**config.mk**
```make
export PLATFORM = sky130hd
export DESIGN_NAME = image_pipe_src
export DESIGN_NICKNAME = d
export VERILOG_FILES = /design/src/rtl/image_pipe_pkg.sv /design/src/rtl/image_pipe_lfsr.sv /design/src/rtl/image_pipe_src.sv
export SDC_FILE = /design/constraint.sdc
export NUM_CORES = 1
export LEC_CHECK = 0
export CAP_MARGIN = 20
export CORE_ASPECT_RATIO = 1.5
export CORE_MARGIN = 8
export CORE_UTILIZATION = 52
export DETAILED_ROUTE_END_ITERATION = 8
export PLACE_DENSITY = 0.84
export SLEW_MARGIN = 5
export SYNTH_ARGS = -nofsm -noshare
export SYNTH_HDL_FRONTEND = slang
export SYNTH_SLANG_ARGS = --single-unit
export TNS_END_PERCENT = 30
```
**constraint.sdc**
```tcl
create_clock -name clk -period 5.4 [get_ports clk]
set_input_delay 1.08 -clock clk [delete_from_list [all_inputs] [get_ports clk]]
set_output_delay 1.08 -clock clk [all_outputs]
set_load 0.01 [all_outputs]
```
**src/rtl/image_pipe_pkg.sv**
```systemverilog
// image_pipe shared types: pattern modes, source FSM states, LFSR helper.
// Imported by the source top and its LFSR sub-module.
package image_pipe_pkg;

  typedef enum logic [1:0] {
    PM_INCR  = 2'd0,
    PM_CONST = 2'd1,
    PM_LFSR  = 2'd2,
    PM_XY    = 2'd3
  } pat_mode_e;

  typedef enum logic [1:0] {
    ST_IDLE = 2'd0,
    ST_RUN  = 2'd1,
    ST_END  = 2'd2,
    ST_DONE = 2'd3
  } src_state_e;

  localparam logic [31:0] LFSR_POLY = 32'h80200003;

  // Right-shifting Galois step; taps folded in when bit 0 falls out.
  function automatic logic [31:0] lfsr_step(
    input logic [31:0] s
  );
    return (s >> 1) ^ (s[0] ? LFSR_POLY : 32'h0);
  endfunction

endpackage

```
**src/rtl/image_pipe_lfsr.sv**
```systemverilog
// 32-bit Galois LFSR with seed load and per-beat advance.
// value shows the loaded seed combinationally so a beat can use it on the load edge.
module image_pipe_lfsr
  import image_pipe_pkg::*;
(
  input  logic        clk,
  input  logic        s_rst_n,
  input  logic        load,
  input  logic        adv,
  input  logic [31:0] seed,
  output logic [31:0] value
);

  logic [31:0] st_q;
  logic [31:0] seed_fix;

  assign seed_fix = (seed == 32'h0) ? 32'd1 : seed;
  assign value    = load ? seed_fix : st_q;

  always_ff @(posedge clk) begin
    if (!s_rst_n) begin
      st_q <= 32'd1;
    end else if (adv) begin
      st_q <= lfsr_step(value);
    end else if (load) begin
      st_q <= value;
    end
  end

endmodule

```
**src/rtl/image_pipe_src.sv**
```systemverilog
// image_pipe frame source: W x H pattern beats with busy backpressure,
// a held end marker, abort, and a one-cycle frame_done pulse.
module image_pipe_src
  import image_pipe_pkg::*;
#(
  parameter int DW_OUT = 32,
  parameter int CNT_W  = 16
) (
  input  logic              clk,
  input  logic              s_rst_n,
  input  logic              start,
  input  logic              abort,
  input  logic [CNT_W-1:0]  cfg_width,
  input  logic [CNT_W-1:0]  cfg_height,
  input  logic [1:0]        cfg_mode,
  input  logic [31:0]       cfg_seed,
  output logic [DW_OUT-1:0] image_pipe_data_out,
  output logic              image_pipe_valid_out,
  output logic              image_pipe_end_out,
  input  logic              image_pipe_busy_in,
  output logic              src_active,
  output logic              frame_done,
  output logic [31:0]       beat_cnt
);

  src_state_e st, st_nx;

  logic [CNT_W-1:0] x_q, y_q, w_q, h_q;
  logic [CNT_W-1:0] x_nx, y_nx, w_nx, h_nx;
  pat_mode_e        mode_q, mode_nx;
  logic [31:0]      seed_q, seed_nx;

  logic [31:0]       cnt_nx;
  logic [DW_OUT-1:0] data_nx;
  logic              valid_nx;
  logic              end_nx;
  logic              done_nx;
  logic              act_nx;

  logic        lfsr_load;
  logic        lfsr_adv;
  logic [31:0] lfsr_val;

  logic             idle;
  logic             issue;
  logic             last;
  logic             x_wrap;
  pat_mode_e        p_mode;
  logic [31:0]      p_seed;
  logic [31:0]      p_n;
  logic [CNT_W-1:0] p_x, p_y, p_w, p_h;
  logic [31:0]      px32, py32;
  logic [31:0]      pix;

  function automatic logic [CNT_W-1:0] fix0(
    input logic [CNT_W-1:0] v
  );
    return (v == '0) ? CNT_W'(1) : v;
  endfunction

  image_pipe_lfsr u_lfsr (
    .clk     (clk),
    .s_rst_n (s_rst_n),
    .load    (lfsr_load),
    .adv     (lfsr_adv),
    .seed    (p_seed),
    .value   (lfsr_val)
  );

  // In IDLE the start-edge beat is built from live cfg, else from shadows.
  assign idle   = (st == ST_IDLE);
  assign p_mode = idle ? pat_mode_e'(cfg_mode) : mode_q;
  assign p_seed = idle ? cfg_seed : seed_q;
  assign p_w    = idle ? fix0(cfg_width) : w_q;
  assign p_h    = idle ? fix0(cfg_height) : h_q;
  assign p_x    = idle ? '0 : x_q;
  assign p_y    = idle ? '0 : y_q;
  assign p_n    = idle ? 32'h0 : beat_cnt;

  assign x_wrap = (p_x == p_w - CNT_W'(1));
  assign last   = x_wrap && (p_y == p_h - CNT_W'(1));
  assign px32   = 32'(p_x);
  assign py32   = 32'(p_y);

  always_comb begin
    pix = p_seed;
    unique case (p_mode)
      PM_INCR:  pix = p_seed + p_n;
      PM_CONST: pix = p_seed;
      PM_LFSR:  pix = lfsr_val;
      PM_XY:    pix = {py32[15:0], px32[15:0]};
    endcase
  end

  always_comb begin
    st_nx     = st;
    x_nx      = x_q;
    y_nx      = y_q;
    w_nx      = w_q;
    h_nx      = h_q;
    mode_nx   = mode_q;
    seed_nx   = seed_q;
    cnt_nx    = beat_cnt;
    data_nx   = '0;
    valid_nx  = 1'b0;
    end_nx    = 1'b0;
    done_nx   = 1'b0;
    lfsr_load = 1'b0;
    lfsr_adv  = 1'b0;
    issue     = 1'b0;
    unique case (st)
      ST_IDLE: begin
        if (start) begin
          st_nx     = ST_RUN;
          w_nx      = p_w;
          h_nx      = p_h;
          mode_nx   = p_mode;
          seed_nx   = p_seed;
          x_nx      = '0;
          y_nx      = '0;
          cnt_nx    = 32'h0;
          lfsr_load = 1'b1;
          issue     = !image_pipe_busy_in;
        end
      end
      ST_RUN: begin
        if (abort) st_nx = ST_END;
        else       issue = !image_pipe_busy_in;
      end
      ST_END: begin
        if (image_pipe_end_out &&
            !image_pipe_busy_in) begin
          st_nx   = ST_DONE;
          done_nx = 1'b1;
        end else begin
          end_nx = 1'b1;
        end
      end
      ST_DONE: st_nx = ST_IDLE;
    endcase
    if (issue) begin
      data_nx  = DW_OUT'(pix);
      valid_nx = 1'b1;
      cnt_nx   = p_n + 32'd1;
      lfsr_adv = 1'b1;
      if (x_wrap) begin
        x_nx = '0;
        y_nx = p_y + CNT_W'(1);
      end else begin
        x_nx = p_x + CNT_W'(1);
      end
      if (last) st_nx = ST_END;
    end
    act_nx = (st_nx == ST_RUN) ||
             (st_nx == ST_END);
  end

  always_ff @(posedge clk) begin
    if (!s_rst_n) begin
      st                   <= ST_IDLE;
      x_q                  <= '0;
      y_q                  <= '0;
      w_q                  <= '0;
      h_q                  <= '0;
      mode_q               <= PM_INCR;
      seed_q               <= 32'h0;
      beat_cnt             <= 32'h0;
      image_pipe_data_out  <= '0;
      image_pipe_valid_out <= 1'b0;
      image_pipe_end_out   <= 1'b0;
      frame_done           <= 1'b0;
      src_active           <= 1'b0;
    end else begin
      st                   <= st_nx;
      x_q                  <= x_nx;
      y_q                  <= y_nx;
      w_q                  <= w_nx;
      h_q                  <= h_nx;
      mode_q               <= mode_nx;
      seed_q               <= seed_nx;
      beat_cnt             <= cnt_nx;
      image_pipe_data_out  <= data_nx;
      image_pipe_valid_out <= valid_nx;
      image_pipe_end_out   <= end_nx;
      frame_done           <= done_nx;
      src_active           <= act_nx;
    end
  end

endmodule
```
==> flow_metrics.env, run 1 <==
export IMPL_ant_nets=0
export IMPL_dpl_hpwl_mm=35.2
export IMPL_netlist_instances=1806
export IMPL_use_met1_pct=33.4
export IMPL_synth_common_cells="373 x nand2_1, 200 x dfxtp_1, 176 x a21oi_1"
export IMPL_worstMarginPinSlew_ns=1.17
export IMPL_period_share_pct=92.4
export IMPL_drc=0
export IMPL_outcome="completed"
export IMPL_n_antenna_cell=0
export IMPL_antenna_found_initial=0
export IMPL_fmax_mhz=200
export IMPL_top_usage_layer="met2"
export IMPL_worstPathRequired_ns=5.78
export IMPL_synth_area_leaders="dfxtp_1 31%, nand2_1 11%, a21oi_1 6.7%"
export IMPL_drtPass1Iterations=8
export IMPL_synth_main_ff_cell="dfxtp_1"
export IMPL_vdd_drop_max_mv=0.276
export IMPL_initial_core_util_pct=52.5
export IMPL_ys_ff_latch=200
export IMPL_post_synth_top_count_cell="nand2_1"
export IMPL_rr_startpoint="st[0]"
export IMPL_postCtsHoldBufs=0
export IMPL_synth_top_cell_area_share_pct=30.6
export IMPL_hp_class="reg -> reg"
export IMPL_wl_mm=48.8
export IMPL_syn_area_sq_um=13100
export IMPL_overflow=0
export IMPL_slowest_stage="or4_4"
export IMPL_final_util_pct=61.8
export IMPL_finalSetupViolations=0
export IMPL_hold_viol_final=0
export IMPL_port_buffers=138
export IMPL_clock_skew_ns=0.0151
export IMPL_power_leakage_uw=0.00612
export IMPL_syn_num_nets=1914
export IMPL_drt_iter0_markers=1647
export IMPL_place_congestion=1.01
export IMPL_cp_start_kind="input pin"
export IMPL_postCtsSetupRepairBufs=0
export IMPL_drive_gt1_share_pct=5.57
export IMPL_rsz0062_at_grt="no"
export IMPL_slew_violations=0
export IMPL_grt_usage_pct=31.0
export IMPL_setup_slack_ns=0.410
export IMPL_crit_buf_inv=3
export IMPL_routedWlPerCell_um=21.9
export IMPL_clk_pin_slew_ns=0.08
export IMPL_synth_top_area_cell="dfxtp_1"
export IMPL_crit_chain="clkdlybuf4s50_1, or4_4, nor4_1, a211oi_1, o21bai_1, ha_1, buf_4, inv_1, a2111oi_0, a2111oi_0, a211o_1, a41o_1, nor2_1, and3_1, or3_1, or3_1, o21ai_0"
export IMPL_clock_root_buffer="clkbuf_16"
export IMPL_grt_max_degree=70
export IMPL_cts_buffer_depth=2
export IMPL_grt_util_met3_pct=5.15
export IMPL_critPathMaxFanout=13
export IMPL_ys_types=77
export IMPL_maxCapViolCount=0
export IMPL_cts_buffers=17
export IMPL_synth_avg_cell_area_sq_um=7.25
export IMPL_cts_tree="built"
export IMPL_area_delta_synth_final_pct=17.9
export IMPL_tns_ns=0
export IMPL_clock_latency_ns=0.46
export IMPL_p_per_area_nw_per_um2=256
export IMPL_seq_area_frac_synth_pct=30.6
export IMPL_nNetsFinal=1999
export IMPL_design_die_area_sq_um=30600
export IMPL_grtUsageMet2_pct=54.1
export IMPL_core_area_sq_um=25000
export IMPL_relSlewSlack_pct=22.1
export IMPL_vias=14500
export IMPL_cp_slowest_stage_delay_ns=0.59
export IMPL_htree_num_levels=4
export IMPL_seq_area_sq_um=4000
export IMPL_cp_top_family="simple AND/OR/NAND/NOR gates"
export IMPL_hold_slack_ns=0.457
export IMPL_synth_edf_count=0
export IMPL_cts_sinks=200
export IMPL_fp_dieH_um=210
export IMPL_end_kind="flop"
export IMPL_row_count=71
export IMPL_cts_resized=0
export IMPL_startpoint="cfg_width[3]"
export IMPL_dp_slack_ns=0.0187
export IMPL_async_flop_share_pct=0
export IMPL_grt_pass1_vias=14000
export IMPL_via_per_inst=6.50
export IMPL_ys_warn_count=0
export IMPL_nFillCells=2228
export IMPL_worstSetupPathType="in -> reg"
export IMPL_critPathArrivalTime_ns=5.37
export IMPL_multi_input_comb_area_sq_um=8520
export IMPL_timing_final_crit_period_ns=4.99
export IMPL_grt_pass1_wl_mm=75.7
export IMPL_die_w_um=146
export IMPL_io_pins=139
export IMPL_hold_start="seed_q[17]"
metrics by stage:
stage          cells  power [uW]  area, sq um
5_1_grt         2231        4110        15400
3_3_place_gp    2199        2620        14800
6_report        2231        3950        15400
4_1_cts         2230        3920        15400
2_1_floorplan   1806        2270        13100
3_5_place_dp    2199        2630        14800
cell families (layout without fill, tap and decap cells):
family / count (synthesis) / in the layout / synth area share, %
multiplexers: 37 / 37 / 2.87
XOR/XNOR: 78 / 78 / 5.22
buffers and inverters: 162 / 259 / 4.75
flip-flops: 200 / 200 / 30.6
adder cells (fa/ha/maj): 37 / 37 / 3.59
AO/OA/AOI/OAI: 522 / 522 / 25.6
AND/OR/NAND/NOR: 770 / 770 / 27.4
state kept, by name, summed over array words and instances (netlist names), 2 cells and up:
name and count:
beat_cnt 32, h_q 16, image_pipe_data_out 32, mode_q 2
seed_q 32, st 2, u_lfsr.st_q 32, w_q 16
x_q 16, y_q 16
tightest hold or removal path: stages (launching register included):
cell     delay (ns)
dfxtp_1        0.31
nand2_1        0.05
a21oi_1        0.05
layout make-up:
cell class	instances	area share (%)
flip-flops and latches	200	25.9
repair buffers	184	11.3
multi-input cells	1444	55.2
inverters	44	1.07
well taps	328	2.66
clock buffers	17	2.76
clock inverters	14	1.07
worst paths after layout:
kind | end | slack, ns | depth (start not counted)
max | x_q[4] | 0.41 | 17
min reg2reg | seed_q[17] | 0.46 | 2
max reg2reg | image_pipe_data_out[28] | 1.02 | 15
min | seed_q[17] | 0.46 | 2
report_power, final:
group	internal [uW]	total, uW	switching [uW]	leakage [uW]
logic	375	1040	664	0.00421
clock network	655	1300	649	0.000277
registers	1540	1600	59.4	0.00163
per-layer routing:
metal | vias up | share of wire [%]
li1 | 6664 | -
met1 | 6803 | 36
met2 | 817 | 49
met3 | 218 | 7.7
met4 | 0 | 7.5
met5 | - | 0
cells in the final DEF (no fill, tap or decap), types with 6 or more instances in the layout:
cell / count
mux2i_1: 32
nor3_1: 38
o211ai_1: 6
nor2b_1: 8
a21boi_0: 6
o21ai_0: 119
dfxtp_1: 200
o21a_1: 6
a31oi_1: 18
clkbuf_16: 17
a222oi_1: 26
and4_1: 9
inv_1: 43
a21oi_1: 176
nor2_1: 124
a21o_1: 17
buf_4: 44
o31ai_1: 10
a2111oi_0: 7
nand4_1: 19
nand2b_1: 15
ha_1: 36
o21bai_1: 7
nor4_1: 11
or3_1: 19
xnor2_1: 47
nand3b_1: 8
a32o_1: 12
a311oi_1: 18
clkdlybuf4s50_1: 138
xor2_1: 31
and2_1: 33
nand2_1: 371
a211oi_1: 31
nand3_1: 47
a22o_1: 11
or4_1: 10
and3_1: 32
o22ai_1: 10
No activity file was read; power rests on OpenSTA's default activity.
==> inputs of run 2 (changes only) <==
- CTS_CLUSTER_DIAMETER: unset -> 40
==> results of run 2 <==
Same layout as run 1: the final DEF is identical, and so are final timing and power.
